===== src/rtl/multicycle_control_fsm.sv =====
// Multi-cycle RV32I control sequencer: fetch, decode, execute, memory and writeback,
// with opcode decode, memory-wait timeout and a sticky fault state.

package multicycle_control_fsm_pkg;
    typedef enum logic [3:0] {
        R_TYPE    = 4'd0,
        I_TYPE    = 4'd1,
        LOAD_TYPE = 4'd2,
        S_TYPE    = 4'd3,
        B_TYPE    = 4'd4,
        JAL       = 4'd5,
        JALR      = 4'd6,
        LUI       = 4'd7,
        AUIPC     = 4'd8
    } instruction_types;
endpackage

module multicycle_control_fsm
    import multicycle_control_fsm_pkg::*;
#(
    parameter int MEM_TIMEOUT = 15,
    parameter int TEST        = 0
) (
    input  logic             clk,
    input  logic             reset,
    input  logic [31:0]      instr,
    input  logic [31:0]      alu_result,
    input  logic             mem_ready,
    output logic             mem_req,
    output logic             mem_we,
    output logic             ir_write,
    output logic             reg_write,
    output logic [1:0]       wb_sel,
    output logic [1:0]       alu_a_sel,
    output logic             alu_b_sel,
    output instruction_types instruction_type,
    output logic             pc_write,
    output logic [1:0]       pc_src,
    output logic             retire,
    output logic             fault,
    output logic [3:0]       state_dbg
);

    localparam logic [3:0] S_FETCH     = 4'd0;
    localparam logic [3:0] S_DECODE    = 4'd1;
    localparam logic [3:0] S_EXECUTE   = 4'd2;
    localparam logic [3:0] S_MEM       = 4'd3;
    localparam logic [3:0] S_WRITEBACK = 4'd4;
    localparam logic [3:0] S_BR_TARGET = 4'd5;
    localparam logic [3:0] S_TRAP      = 4'd6;

    // A zero timeout still needs a one-bit counter to keep the vector legal.
    localparam int             CNT_W  = (MEM_TIMEOUT > 0) ? $clog2(MEM_TIMEOUT + 1) : 1;
    localparam logic [CNT_W-1:0] TO_VAL = CNT_W'(MEM_TIMEOUT);

    logic [3:0]       state_q, state_d;
    logic [CNT_W-1:0] cnt_q, cnt_d;
    instruction_types cls;
    logic             illegal;
    logic             waiting;
    logic             timeout;
    logic             br_taken;
    logic             unused_instr_bits;

    assign unused_instr_bits = ^instr[31:7];

    always_comb begin
        cls     = R_TYPE;
        illegal = 1'b0;
        case (instr[6:0])
            7'b0110011: cls = R_TYPE;
            7'b0010011: cls = I_TYPE;
            7'b0000011: cls = LOAD_TYPE;
            7'b0100011: cls = S_TYPE;
            7'b1100011: cls = B_TYPE;
            7'b1101111: cls = JAL;
            7'b1100111: cls = JALR;
            7'b0110111: cls = LUI;
            7'b0010111: cls = AUIPC;
            default:    illegal = 1'b1;
        endcase
    end

    assign waiting  = ((state_q == S_FETCH) || (state_q == S_MEM)) && !mem_ready;
    assign timeout  = (MEM_TIMEOUT > 0) && waiting && (cnt_q == TO_VAL);
    assign br_taken = (alu_result != 32'd0);

    always_comb begin
        state_d = state_q;
        case (state_q)
            S_FETCH: begin
                if (mem_ready) begin
                    state_d = S_DECODE;
                end else if (timeout) begin
                    state_d = S_TRAP;
                end
            end
            S_DECODE: state_d = illegal ? S_TRAP : S_EXECUTE;
            S_EXECUTE: begin
                case (cls)
                    LOAD_TYPE, S_TYPE: state_d = S_MEM;
                    B_TYPE:            state_d = br_taken ? S_BR_TARGET : S_FETCH;
                    default:           state_d = S_WRITEBACK;
                endcase
            end
            S_MEM: begin
                if (mem_ready) begin
                    state_d = (cls == S_TYPE) ? S_FETCH : S_WRITEBACK;
                end else if (timeout) begin
                    state_d = S_TRAP;
                end
            end
            S_WRITEBACK: state_d = S_FETCH;
            S_BR_TARGET: state_d = S_FETCH;
            S_TRAP:      state_d = S_TRAP;
            default:     state_d = S_TRAP;
        endcase
    end

    // Any state change restarts the wait count, which covers entry to FETCH and MEM.
    always_comb begin
        cnt_d = cnt_q;
        if (state_d != state_q) begin
            cnt_d = '0;
        end else if (waiting && (MEM_TIMEOUT > 0)) begin
            cnt_d = cnt_q + CNT_W'(1);
        end
    end

    always_ff @(posedge clk) begin
        if (reset) begin
            state_q <= S_FETCH;
            cnt_q   <= '0;
        end else begin
            state_q <= state_d;
            cnt_q   <= cnt_d;
        end
    end

    always_comb begin
        mem_req          = 1'b0;
        mem_we           = 1'b0;
        ir_write         = 1'b0;
        reg_write        = 1'b0;
        wb_sel           = 2'd0;
        alu_a_sel        = 2'd0;
        alu_b_sel        = 1'b0;
        instruction_type = R_TYPE;
        pc_write         = 1'b0;
        pc_src           = 2'd0;
        retire           = 1'b0;
        fault            = 1'b0;
        if (!reset) begin
            case (state_q)
                S_FETCH: begin
                    mem_req  = 1'b1;
                    ir_write = mem_ready;
                end
                S_EXECUTE: begin
                    instruction_type = cls;
                    case (cls)
                        I_TYPE, LOAD_TYPE, S_TYPE, JALR: alu_b_sel = 1'b1;
                        JAL, AUIPC: begin
                            alu_a_sel = 2'd1;
                            alu_b_sel = 1'b1;
                        end
                        LUI:     alu_a_sel = 2'd2;
                        default: ;
                    endcase
                    if ((cls == B_TYPE) && !br_taken) begin
                        pc_write = 1'b1;
                        retire   = 1'b1;
                    end
                end
                S_BR_TARGET: begin
                    instruction_type = JAL;
                    alu_a_sel        = 2'd1;
                    alu_b_sel        = 1'b1;
                    pc_write         = 1'b1;
                    pc_src           = 2'd2;
                    retire           = 1'b1;
                end
                S_MEM: begin
                    mem_req = 1'b1;
                    mem_we  = (cls == S_TYPE);
                    if (mem_ready && (cls == S_TYPE)) begin
                        pc_write = 1'b1;
                        retire   = 1'b1;
                    end
                end
                S_WRITEBACK: begin
                    reg_write = 1'b1;
                    pc_write  = 1'b1;
                    retire    = 1'b1;
                    if (cls == LOAD_TYPE) begin
                        wb_sel = 2'd1;
                    end else if ((cls == JAL) || (cls == JALR)) begin
                        wb_sel = 2'd2;
                        pc_src = 2'd1;
                    end
                end
                S_TRAP:  fault = 1'b1;
                default: ;
            endcase
        end
    end

    assign state_dbg = ((TEST != 0) && !reset) ? state_q : 4'd0;

endmodule


===== config.mk =====
export PLATFORM = sky130hd
export DESIGN_NAME = multicycle_control_fsm
export DESIGN_NICKNAME = d
export VERILOG_FILES = /design/src/rtl/multicycle_control_fsm.sv
export SDC_FILE = /design/constraint.sdc
export NUM_CORES = 1
export LEC_CHECK = 0
export CORE_AREA = 2 2 61 63
export CTS_CLUSTER_SIZE = 8
export DETAILED_ROUTE_END_ITERATION = 6
export DIE_AREA = 0 0 63 65
export PLACE_DENSITY = 0.79
export SETUP_SLACK_MARGIN = 0.3
export SYNTH_ARGS = -nofsm -noshare
export SYNTH_HDL_FRONTEND = slang
export SYNTH_SLANG_ARGS = --single-unit
export TNS_END_PERCENT = 50

===== constraint.sdc =====
create_clock -name clk -period 2.65 [get_ports clk]
set_clock_uncertainty 0.2 [all_clocks]
set_input_delay 0.265 -clock clk [delete_from_list [all_inputs] [get_ports clk]]
set_output_delay 0.265 -clock clk [all_outputs]
set_load 0.01 [all_outputs]

* Word level (Yosys, flattened, before mapping)
Index checks and enable logic that the tools add are counted.
Cells by class: $add $sub $neg 1, equal/unequal tests 25, mux-type cells 39, reduce and logical (&&, ||, !) cells 17
Operators with widths (number):
- one-hot mux 4 bit (8 select lines) | 1
- nonzero test 32 bit | 1
- == test 4 x 3 -> 1 bit, second input constant | 7
- == test 7 x 6 -> 1 bit, second input constant | 3
- == test 7 bit, second input constant | 3
- one-hot mux 4 bit (5 select lines) | 1
- two-way mux 1 bit | 17
- == test 4 x 2 -> 1 bit, second input constant | 4
- two-way mux 4 bit | 4
- == test 7 x 5 -> 1 bit, second input constant | 2
- two-way mux 2 bit | 6
- one-hot mux 2 bit (2 select lines) | 3
- OR reduction 2 bit | 5
- two-way mux 3 bit | 3
- OR reduction 9 bit | 1
- == test 4 x 1 -> 1 bit, second input constant | 2
- == test 4 bit, second input constant | 2
- one-hot mux 4 bit (2 select lines) | 1
- == test 7 x 2 -> 1 bit, second input constant | 1
- one-hot mux 3 bit (2 select lines) | 1
- OR reduction 6 bit | 1
- adder 4 x 1 -> 4 bit, second input constant | 1
- logical AND 1 bit | 4
- logical NOT 4 bit | 1
- other kinds (5) | 7
Word-level totals: output and inout bits 22, register bits 8, input bits 67, logic and storage cells 84

* Logic depth before layout (Yosys ltp)
Gate-level depths: netlist (run 1).
depth after elaboration 9, depth in mapped cells 8, mapped depth without buffers 7

* Worst setup path before layout (run 1)
Ideal clock, no wire load.
path type in2out, from input alu_result[26], to output retire, data arrival time 1.757 ns, buffers on the path 1, required time 2.185 ns, cell stages on the path 7, path slack 0.428 ns, cell sequence nor4_1 nand2_1 or4_1 inv_1 a21oi_1 a21oi_1 buf_4
Between the ends: word-level cells in the longest chain between the ends 6
RTL lines:
- from (decl) | line 27 | input logic [31:0] alu_result,
- nonzero test 32 bit | line 86 | assign br_taken = (alu_result != 32'd0);
- logical NOT 1 bit | line 170 | if ((cls == B_TYPE) && !br_taken) begin
- logical AND 1 bit | line 170
- two-way mux 1 bit
- one-hot mux 1 bit (3 select lines)
- two-way mux 1 bit
- to (decl) | line 39 | output logic retire,
No other way between the ends.

* Final worst setup path (run 1)
from register state_q[1], to output pc_src[1]
Between the ends: word-level cells in the longest chain between the ends 3, elaborated cells between the ends (all ways) 4, those cells by class 2 x eq/ne; 2 x mux
RTL lines:
- from (decl) | line 56 | logic [3:0] state_q, state_d;
- from (signal assigned) | line 135 | state_q <= state_d;
- == test 4 x 3 -> 1 bit | line 154 | case (state_q)
- one-hot mux 2 bit (2 select lines) (*) | line 154
- two-way mux 2 bit (*) | line 153 | if (!reset) begin
- to (decl) | line 38 | output logic [1:0] pc_src,
Mark *: on every way between the ends. The rest lies on a longest branch, timed or not.

==> metrics, run 1 <==
period utilization 0.890; Synth area leaders dfxtp_1 (15%), nor4_1 (6.3%), nor3_1 (5.5%); Hold Crit Class reg2reg; CP top delay family simple AND/OR/NAND/NOR gates; GR Overflow Total 0; Die W approximately 63 um; Mapped Cells approximately 150; die area 4100 sq um; Avg Vias per Cell slightly above 5; Ports 89; HPWL after DPL 2800 um; number of global-route vias before repair about 1400; startpoint types flop; # nets final a little over 300; CTS tree built; Post-Synthesis Cell Area 1090 sq um; CP peak stage delay about 0.57 ns; largest net degree at the start of global routing 13; Core ar. 3500 sq um; H-tree depth 1; DRT iter0 DRCs 75; RSZ-0062 raised after global routing yes; ys async rst share 0; Yosys top cell area share 0.147; critical path class reg2out; die boundary height about 65 um; CP arrival about 1.9 ns; Final setup viols 0; Area Overhead vs Synth 84.7%; clock buffer depth 2; Final GP Congestion approximately 0.83; fin util 0.577; Buf/Inv on CP 1; Clk pin slew, worst setup/hold paths 0.06 ns; # clock sinks 8; final wirelength approximately 3700 um; root buffer cell clkbuf_4; Leakage between 0.9 and 1 nW; Detailed Routing Iterations Pass 1 4; CP Cell Sequence nand2b_1, or2_2, nor2_1, clkdlybuf4s50_1; leading area contributor after synthesis dfxtp_1; count of state elements after synthesis 8; FF+latch area roughly 160 sq um; clock latency on the worst-skew pair between 0.2 and 0.3 ns; EDFF count, synth 0; Max Cap Viol 0; post-DR wirelength/cell 13.1 um; final hold viol count 0; Critical Path Slowest Stage Cell clkdlybuf4s50_1; number of routed nets with antenna violations 0; outcome completed; Inserted Diodes 0; CTS buffer count 3; layout cells sized above 1 0.342; Synth Warn # 0; sequential-to-total area share from yosys stat 0.147; initial antenna violation count 0; first-pass GRT wire length 5940 um; post-synthesis cell type count 49; layout filler cell count 340; # rows 22; pwr/cell area about 210 nW/um^2; Vias approximately 1400; DRC errors left 0; Tot Pwr ~0.00043 W; Crit Path Max Fanout 11; top_reg_cell synth dfxtp_1; footprint of the multi-input gates ~950 sq um; Port Buffer Count 59; # hold bufs at CTS 0; Setup crit end kind output pin; Slew Viols, Final 0; total track usage 0.174; mean post-synth cell area about 7.1 sq um; Fmax between 400 and 500 MHz; reg2reg setup slack between 0.3 and 0.4 ns; VDD IR max around 0.00014 V; initial core utilization 0.312; Final Critical Period 2.36 ns; Worst EP required between 2 and 2.5 ns
-- path summary, 6_finish.rpt --
check                           cells past startpoint               endpoint             startpoint
worst max-delay path                                4              pc_src[1]  state_q[1]$_SDFF_PP0_
worst min-delay path                                3  cnt_q[3]$_SDFFE_PP0P_  cnt_q[3]$_SDFFE_PP0P_
worst max register to register                      7  cnt_q[1]$_SDFFE_PP0P_  state_q[1]$_SDFF_PP0_
worst min register to register                      3  cnt_q[3]$_SDFFE_PP0P_  cnt_q[3]$_SDFFE_PP0P_
-- synth_stat cells (4+ instances only) --
cell type / count
buf_4: 8
inv_1: 6
clkbuf_1: 6
nor2_1: 12
nand2_1: 16
or3_1: 5
xnor2_1: 6
nand3_1: 4
nor4_1: 11
or4_1: 4
dfxtp_1: 8
nor3_1: 12
a21oi_1: 11
-- area by class of cell --
class,count,share of cell area
flip-flops and latches,8,0.0813
multi-input cells,128,0.471
clock buffers,3,0.0112
repair buffers,89,0.396
inverters,6,0.0112
well taps,48,0.0298
-- worst min-delay path, cell delays in order, from the launching register on --
cell	delay, ns
dfxtp_1	0.33
xnor2_1	0.08
nand2_1	0.06
nor3_1	0.04
-- cell usage in the layout, fill, tap and decap left out, types with 5 or more instances in the layout --
cell type,instances
a21oi_1,9
dlygate4sd2_1,28
buf_4,27
xnor2_1,5
clkdlybuf4s50_1,7
nor4_2,8
nand2_1,16
nor2_1,11
dfxtp_1,5
dlymetal6s2s_1,13
nor3_1,9
conb_1,5
-- kinds of logic (layout without fill, tap and decap cells) --
group / count (synthesis) / after routing / synth area share
multiplexers: 2 / 2 / 0.0218
buffers and inverters: 22 / 98 / 0.111
other: 1 / 5 / 0.00344
flip-flops: 8 / 8 / 0.147
XOR/XNOR: 7 / 7 / 0.0562
AO/OA/AOI/OAI: 26 / 26 / 0.187
adder cells (fa/ha/maj): 1 / 1 / 0.0115
AND/OR/NAND/NOR: 87 / 87 / 0.462
-- where the power goes --
part / total [W] / switching (W) / internal [W]
combinational: 0.000197 / 0.0000929 / 0.000104
sequential: 0.000137 / 0.0000113 / 0.000125
clock: 0.0000923 / 0.0000405 / 0.0000518
total: 0.000426 / 0.000145 / 0.000281
-- per-layer routing --
layer,track usage,vias up,wire [um]
met1,0.215,656,1540
met4,0.0333,0,17
met5,0,-,0
li1,-,713,-
met3,0.0122,2,212
met2,0.331,72,1920
-- timing repair --
item / 4_1_cts / 5_1_grt
resized for setup: 74 / 32
pin swaps: 16 / 13
buffers inserted: 2 / 2
setup endpoints to repair: 20 / 16
-- flip-flops by register name, indices dropped and copies added (netlist names) --
signal	cells
cnt_q	4
state_q	4
-- through the flow --
step | hold WS (ns) | cell area [sq um] | TNS [ns] | instances | setup slack (ns)
after floorplan | 0.313 | 1110 | 0 | 158 | 0.428
after global placement | 0.340 | 1850 | -1.49 | 275 | -0.291
after detailed placement | 0.338 | 1850 | -1.59 | 275 | -0.295
after CTS | 0.349 | 1920 | 0 | 280 | 0.0556
after global routing | 0.368 | 2020 | 0 | 282 | 0.183
final | 0.350 | 2020 | 0 | 282 | 0.292
No activity file was read; power rests on OpenSTA's default activity.
==> inputs of run 2 (changes only) <==
REMOVE_ABC_BUFFERS = 1   (was not set)
==> run 2 against run 1 <==
Against the previous run:
- total power is 1.8% higher
- critical path type is now in2out
- register-to-register slack improved by 0.10 ns
- wire length rose by 1.2%
- setup slack got worse by 0.046 ns
- die area unchanged
- flip-flop and latch count unchanged
- via count rose by 1.6%
- sequential share of layout area decreased by 0.29 points
- hold slack better by 0.013 ns
- sequential power about the same
- cell count is 1.1% higher
- core utilization up 1.6 points
==> metrics, run 2 (synthesis results as in run 1) <==
period utilization 0.907 (was 0.890); Ports 89 (unchanged); DP Area 1880 sq um (was 1850 sq um); footprint of the multi-input gates 981 sq um (was 948 sq um); Final setup viols 0 (unchanged); Area Overhead vs Synth 90.0% (was 84.7%); switch share 0.339 (was 0.340); pre-CTS setup slack -0.312 ns (was -0.295 ns); DRC errors left 0 (unchanged); final hold viol count 0 (unchanged); Crit Path Max Fanout 4 (was 11); clock latency on the worst-skew pair 0.25 ns (about the same); Comb power frac 0.480 (was 0.463); Leakage 0.938 nW (was 0.928 nW); largest net degree at the start of global routing 12 (was 13); RSZ-0062 raised after global routing yes (unchanged); startpoint types input pin (was flop); most frequent cells in the layout buf_4 (29), dlygate4sd2_1 (23), nand2_1 (15), dlymetal6s2s_1 (11), nor2_1 (10) (was dlygate4sd2_1 (28), buf_4 (27), nand2_1 (16), dlymetal6s2s_1 (13), nor2_1 (11)); first-pass GRT wire length 5850 um (was 5940 um); Setup crit end kind output pin (unchanged); number of global-route vias before repair 1382 (was 1412); Worst Slack Setup Final 0.246 ns (was 0.292 ns); VDD IR max 0.000202 V (was 0.000141 V); pwr/cell area 209 nW/um^2 (was 211 nW/um^2); CTS tree built (unchanged); Avg Vias per Cell 5.14 (was 5.12); outcome completed (unchanged); Vias 1466 (was 1443); DRT iter0 DRCs 40 (was 75); number of routed nets with antenna violations 0 (unchanged); CTS buffer count 3 (unchanged); total track usage 0.176 (was 0.174); most common cell after layout, fill and taps aside buf_4 (was dlygate4sd2_1); initial antenna violation count 0 (unchanged); Final GP Congestion 0.872 (was 0.825); # clock sinks 8 (unchanged); FF+latch area 163 sq um (was 164 sq um); critical path class in2out (was reg2out); # nets final 307 (was 304); internal power 0.000287 W (was 0.000281 W); layout cells sized above 1 0.354 (was 0.342); CP arrival 1.94 ns (was 1.89 ns); Final Critical Period 2.40 ns (was 2.36 ns); Die W 63 um (unchanged); Max Cap Viol 0 (unchanged); H-tree depth 1 (unchanged); HPWL after DPL 2890 um (was 2800 um); Inserted Diodes 0 (unchanged); layout filler cell count 316 (was 340); # rows 22 (unchanged); Flop pwr share 0.309 (was 0.321); Fmax 416 MHz (was 424 MHz); GR Overflow Total 0 (unchanged); initial core utilization 0.312 (unchanged); Clk pin slew, worst setup/hold paths 0.05 ns (was 0.06 ns); final wirelength 3740 um (was 3690 um); root buffer cell clkbuf_4 (unchanged); Regs by FF count cnt_q: 4 flops, state_q: 4 flops (unchanged); Hold Crit Class reg2reg (unchanged); die area 4100 sq um (unchanged); Slew Viols, Final 0 (unchanged); Core ar. 3500 sq um (unchanged); Design Area, Final 2070 sq um (was 2020 sq um); Tot Pwr 0.000434 W (was 0.000426 W); post-DR wirelength/cell 13.1 um (about the same); P_sw 0.000147 W (was 0.000145 W); die boundary height 65 um (unchanged); Clock power frac 0.210 (was 0.217); Worst EP required 2.18 ns (about the same); clock buffer depth 2 (unchanged); Detailed Routing Iterations Pass 1 4 (unchanged); Port Buffer Count 59 (unchanged)
run 2: cell count changes in the layout (fill, tap and decap cells not counted), moves of 2 or more:
cell / previous run / this run
dlygate4sd2_1: 28 / 23
buf_4: 27 / 29
clkdlybuf4s15_1: 2 / 9
dlymetal6s2s_1: 13 / 11
nor3_2: 3 / 1
a311oi_2: 1 / 3
nor3_4: 1 / 3
run 2: cell type report:
cell class	instances	area share
clock buffer	3	0.0109
inverter	6	0.0109
multi-input combinational	128	0.473
sequential	8	0.0785
tap	48	0.0290
timing repair buffer	92	0.398
run 2: worst paths after layout:
kind	slack, ns	end	start	depth (start not counted)
min reg2reg	0.36	cnt_q[3]$_SDFFE_PP0P_	cnt_q[3]$_SDFFE_PP0P_	3
min	0.36	cnt_q[3]$_SDFFE_PP0P_	cnt_q[3]$_SDFFE_PP0P_	3
max	0.25	reg_write	reset	5
max reg2reg	0.47	cnt_q[1]$_SDFFE_PP0P_	cnt_q[0]$_SDFFE_PP0P_	7
run 2: critical path, stage by stage:
cell and delay [ns]:
clkdlybuf4s50_1 0.43, or2_1 0.24, or3_1 0.41, inv_1 0.07, clkdlybuf4s50_1 0.52
run 2: per-stage QoR:
| step | std cells | hold slack, ns | utilization | setup TNS (ns) |
|---|---|---|---|---|
| after floorplan | 142 | 0.137 | - | 0 |
| after global placement | 278 | 0.343 | 0.537 | -1.80 |
| after detailed placement | 278 | 0.350 | 0.537 | -1.92 |
| after CTS | 283 | 0.364 | 0.547 | 0 |
| after global routing | 285 | 0.403 | 0.593 | 0 |
| final | 285 | 0.362 | 0.593 | 0 |
run 2: metal layers:
layer / share of wire / global-route usage
met1: 0.41 / 0.218
met2: 0.52 / 0.316
met5: 0 / 0
met4: 0.0062 / 0.0333
met3: 0.063 / 0.0330
run 2: repair_timing:
| action | in CTS | in global routing |
|---|---|---|
| pin swaps | 18 | 23 |
| setup endpoints to repair | 19 | 17 |
| hold buffers | 0 | 0 |
| gates resized for setup | 68 | 50 |
| buffers inserted | 2 | 2 |
| gates cloned | 0 | 0 |
run 2: power by group through the flow:
stage,clock network (W),logic [W],registers (W)
after detailed placement,0,0.000197,0.000134
after global placement,0,0.000195,0.000134
final,0.0000912,0.000208,0.000134
after floorplan,0,0.0000719,0.000135
after global routing,0.000107,0.000226,0.000134
after CTS,0.0000980,0.000188,0.000131
==> inputs of run 3 (changes only) <==
CORE_AREA = 2 2 60 62   (was 2 2 61 63)
CTS_BUF_LIST = sky130_fd_sc_hd__clkbuf_4 sky130_fd_sc_hd__clkbuf_8   (was not set)
DIE_AREA = 0 0 62 64   (was 0 0 63 65)
GPL_ROUTABILITY_DRIVEN = 0   (was not set)
PLACE_DENSITY = 0.81   (was 0.79)
==> run 3 against run 2 <==
Against the previous run:
- hold slack got worse by 0.0018 ns
- sequential share of layout area is 0.13 points higher
- non-clock buffer count decreased by 3
- core utilization grew 2.3 points
- sequential power is essentially flat
- maximum frequency shrank 0.14%
- flip-flop and latch count did not move
- via count up 1.9%
- setup slack got worse by 0.0035 ns
- final area fell by 2.4%
- first-iteration DRC count rose by 57%
- clock-buffer cell count unchanged
==> metrics, run 3 (synthesis results as in run 1) <==
Final Critical Period 2.41 ns (was 2.40 ns); root buffer cell clkbuf_4 (unchanged); # clock sinks 8 (unchanged); Die W 62 um (was 63 um); most common cell after layout, fill and taps aside buf_4 (unchanged); Top cell by count, worst path clkdlybuf4s50_1 (unchanged); # rows 21 (was 22); CTS buffer count 3 (unchanged); Detailed Routing Iterations Pass 1 4 (unchanged); Worst Slack Setup Final 0.242 ns (was 0.246 ns); HPWL after DPL 2800 um (was 2890 um); CP Cell Sequence clkdlybuf4s50_1, or2_1, or3_1, inv_1, clkdlybuf4s50_1 (unchanged); hold_sp cnt_q[3]$_SDFFE_PP0P_ (unchanged); Port Buffer Count 59 (unchanged); Setup crit end kind output pin (unchanged); Vias 1494 (was 1466); number of routed nets with antenna violations 0 (unchanged); Crit Path Max Fanout 4 (unchanged); Slew Viols, Final 0 (unchanged); Hold Crit Class reg2reg (unchanged); largest net degree at the start of global routing 13 (was 12); CTS tree built (unchanged); DP Area 1840 sq um (was 1880 sq um); Inserted Diodes 0 (unchanged); layout cells sized above 1 0.333 (was 0.354); Fmax 415 MHz (was 416 MHz); die boundary height 64 um (was 65 um); die area 3970 sq um (was 4100 sq um); critical path class in2out (unchanged); # hold bufs at CTS 0 (unchanged); initial antenna violation count 0 (unchanged); Area Overhead vs Synth 85.6% (was 90.0%); # nets final 304 (was 307); outcome completed (unchanged); H-tree depth 1 (unchanged); Core ar. 3280 sq um (was 3500 sq um); total track usage 0.176 (about the same); pwr/cell area 212 nW/um^2 (was 209 nW/um^2); final wirelength 3660 um (was 3740 um); clock latency on the worst-skew pair 0.26 ns (was 0.25 ns); first-pass GRT wire length 5580 um (was 5850 um); Ports 89 (unchanged); Avg Vias per Cell 5.34 (was 5.14); Buf/Inv on CP 3 (unchanged); GR Overflow Total 0 (unchanged); pre-CTS setup slack -0.312 ns (about the same); Regs by FF count cnt_q: 4 flops, state_q: 4 flops (unchanged); VDD IR max 0.0000973 V (was 0.000202 V); DRT iter0 DRCs 63 (was 40); Leakage 0.923 nW (was 0.938 nW); crit path from reset (unchanged); CP arrival 1.94 ns (about the same); Worst R2R Start state_q[0]$_SDFF_PP0_ (was cnt_q[0]$_SDFFE_PP0P_); DRC errors left 0 (unchanged); RSZ-0062 raised after global routing yes (unchanged); CP peak stage delay 0.52 ns (about the same); initial core utilization 0.332 (was 0.312); Critical Path Slowest Stage Cell clkdlybuf4s50_1 (unchanged); Final setup viols 0 (unchanged); most frequent cells in the layout buf_4 (28), dlygate4sd2_1 (27), nand2_1 (14), dlymetal6s2s_1 (13), nor2_1 (11) (was buf_4 (29), dlygate4sd2_1 (23), nand2_1 (15), dlymetal6s2s_1 (11), nor2_1 (10)); post-DR wirelength/cell 13.1 um (about the same); Clk pin slew, worst setup/hold paths 0.05 ns (about the same); number of global-route vias before repair 1369 (was 1382); clock buffer depth 2 (unchanged); final hold viol count 0 (unchanged); Max Cap Viol 0 (unchanged); Design Area, Final 2020 sq um (was 2070 sq um); Tot Pwr 0.000430 W (was 0.000434 W); period utilization 0.909 (was 0.907); startpoint types input pin (unchanged); Worst EP required 2.18 ns (about the same); CP top delay family buffers and inverters (unchanged)
run 3: metrics by stage:
step / instances / util / hold WS [ns] / setup TNS [ns]
final: 280 / 0.616 / 0.361 / 0
after global routing: 280 / 0.616 / 0.391 / 0
after CTS: 278 / 0.579 / 0.368 / 0
after detailed placement: 272 / 0.561 / 0.361 / -1.73
after global placement: 272 / 0.561 / 0.335 / -1.61
after floorplan: 142 / - / 0.137 / 0
run 3: area by class of cell:
cell class / instances / area [sq um]
multi-input combinational: 128 / 967
sequential: 8 / 161
fill: 287 / 1260
inverter: 6 / 22.5
clock buffer: 3 / 22.5
tap: 46 / 57.6
timing repair buffer: 89 / 793
run 3: final timing paths:
path,end,slack (ns),cells after the start
hold reg to reg,cnt_q[3]$_SDFFE_PP0P_,0.36,3
setup / recovery,reg_write,0.24,5
hold / removal,cnt_q[3]$_SDFFE_PP0P_,0.36,3
setup reg to reg,cnt_q[1]$_SDFFE_PP0P_,0.38,6
run 3: timing repair:
action / 4_1_cts / 5_1_grt
pin swaps: 18 / 17
cloned: 0 / 0
setup endpoints to repair: 19 / 19
buffers inserted: 3 / 2
resized for setup: 64 / 39
run 3: worst reg2reg max path, delay by kind of cell (launching register included):
| family | cells | cell delay [ns] |
|---|---|---|
| and+or+nand+nor | 2 | 0.79 |
| muxes | 1 | 0.19 |
| DFF | 1 | 0.36 |
| buffers and inverters | 1 | 0.17 |
| AOI/OAI and AO/OA | 2 | 0.47 |
run 3: power breakdown:
part           switching [W]  internal, W
sequential        0.00000873     0.000125
clock              0.0000414    0.0000518
combinational      0.0000962     0.000107
total               0.000146     0.000284
run 3: metal layers:
metal | GRT usage | vias to the layer above | part of all wire
li1 | - | 721 | -
met1 | 0.237 | 692 | 0.43
met2 | 0.293 | 77 | 0.50
met3 | 0.0182 | 4 | 0.066
met4 | 0.0452 | 0 | 0.010
met5 | 0 | - | 0
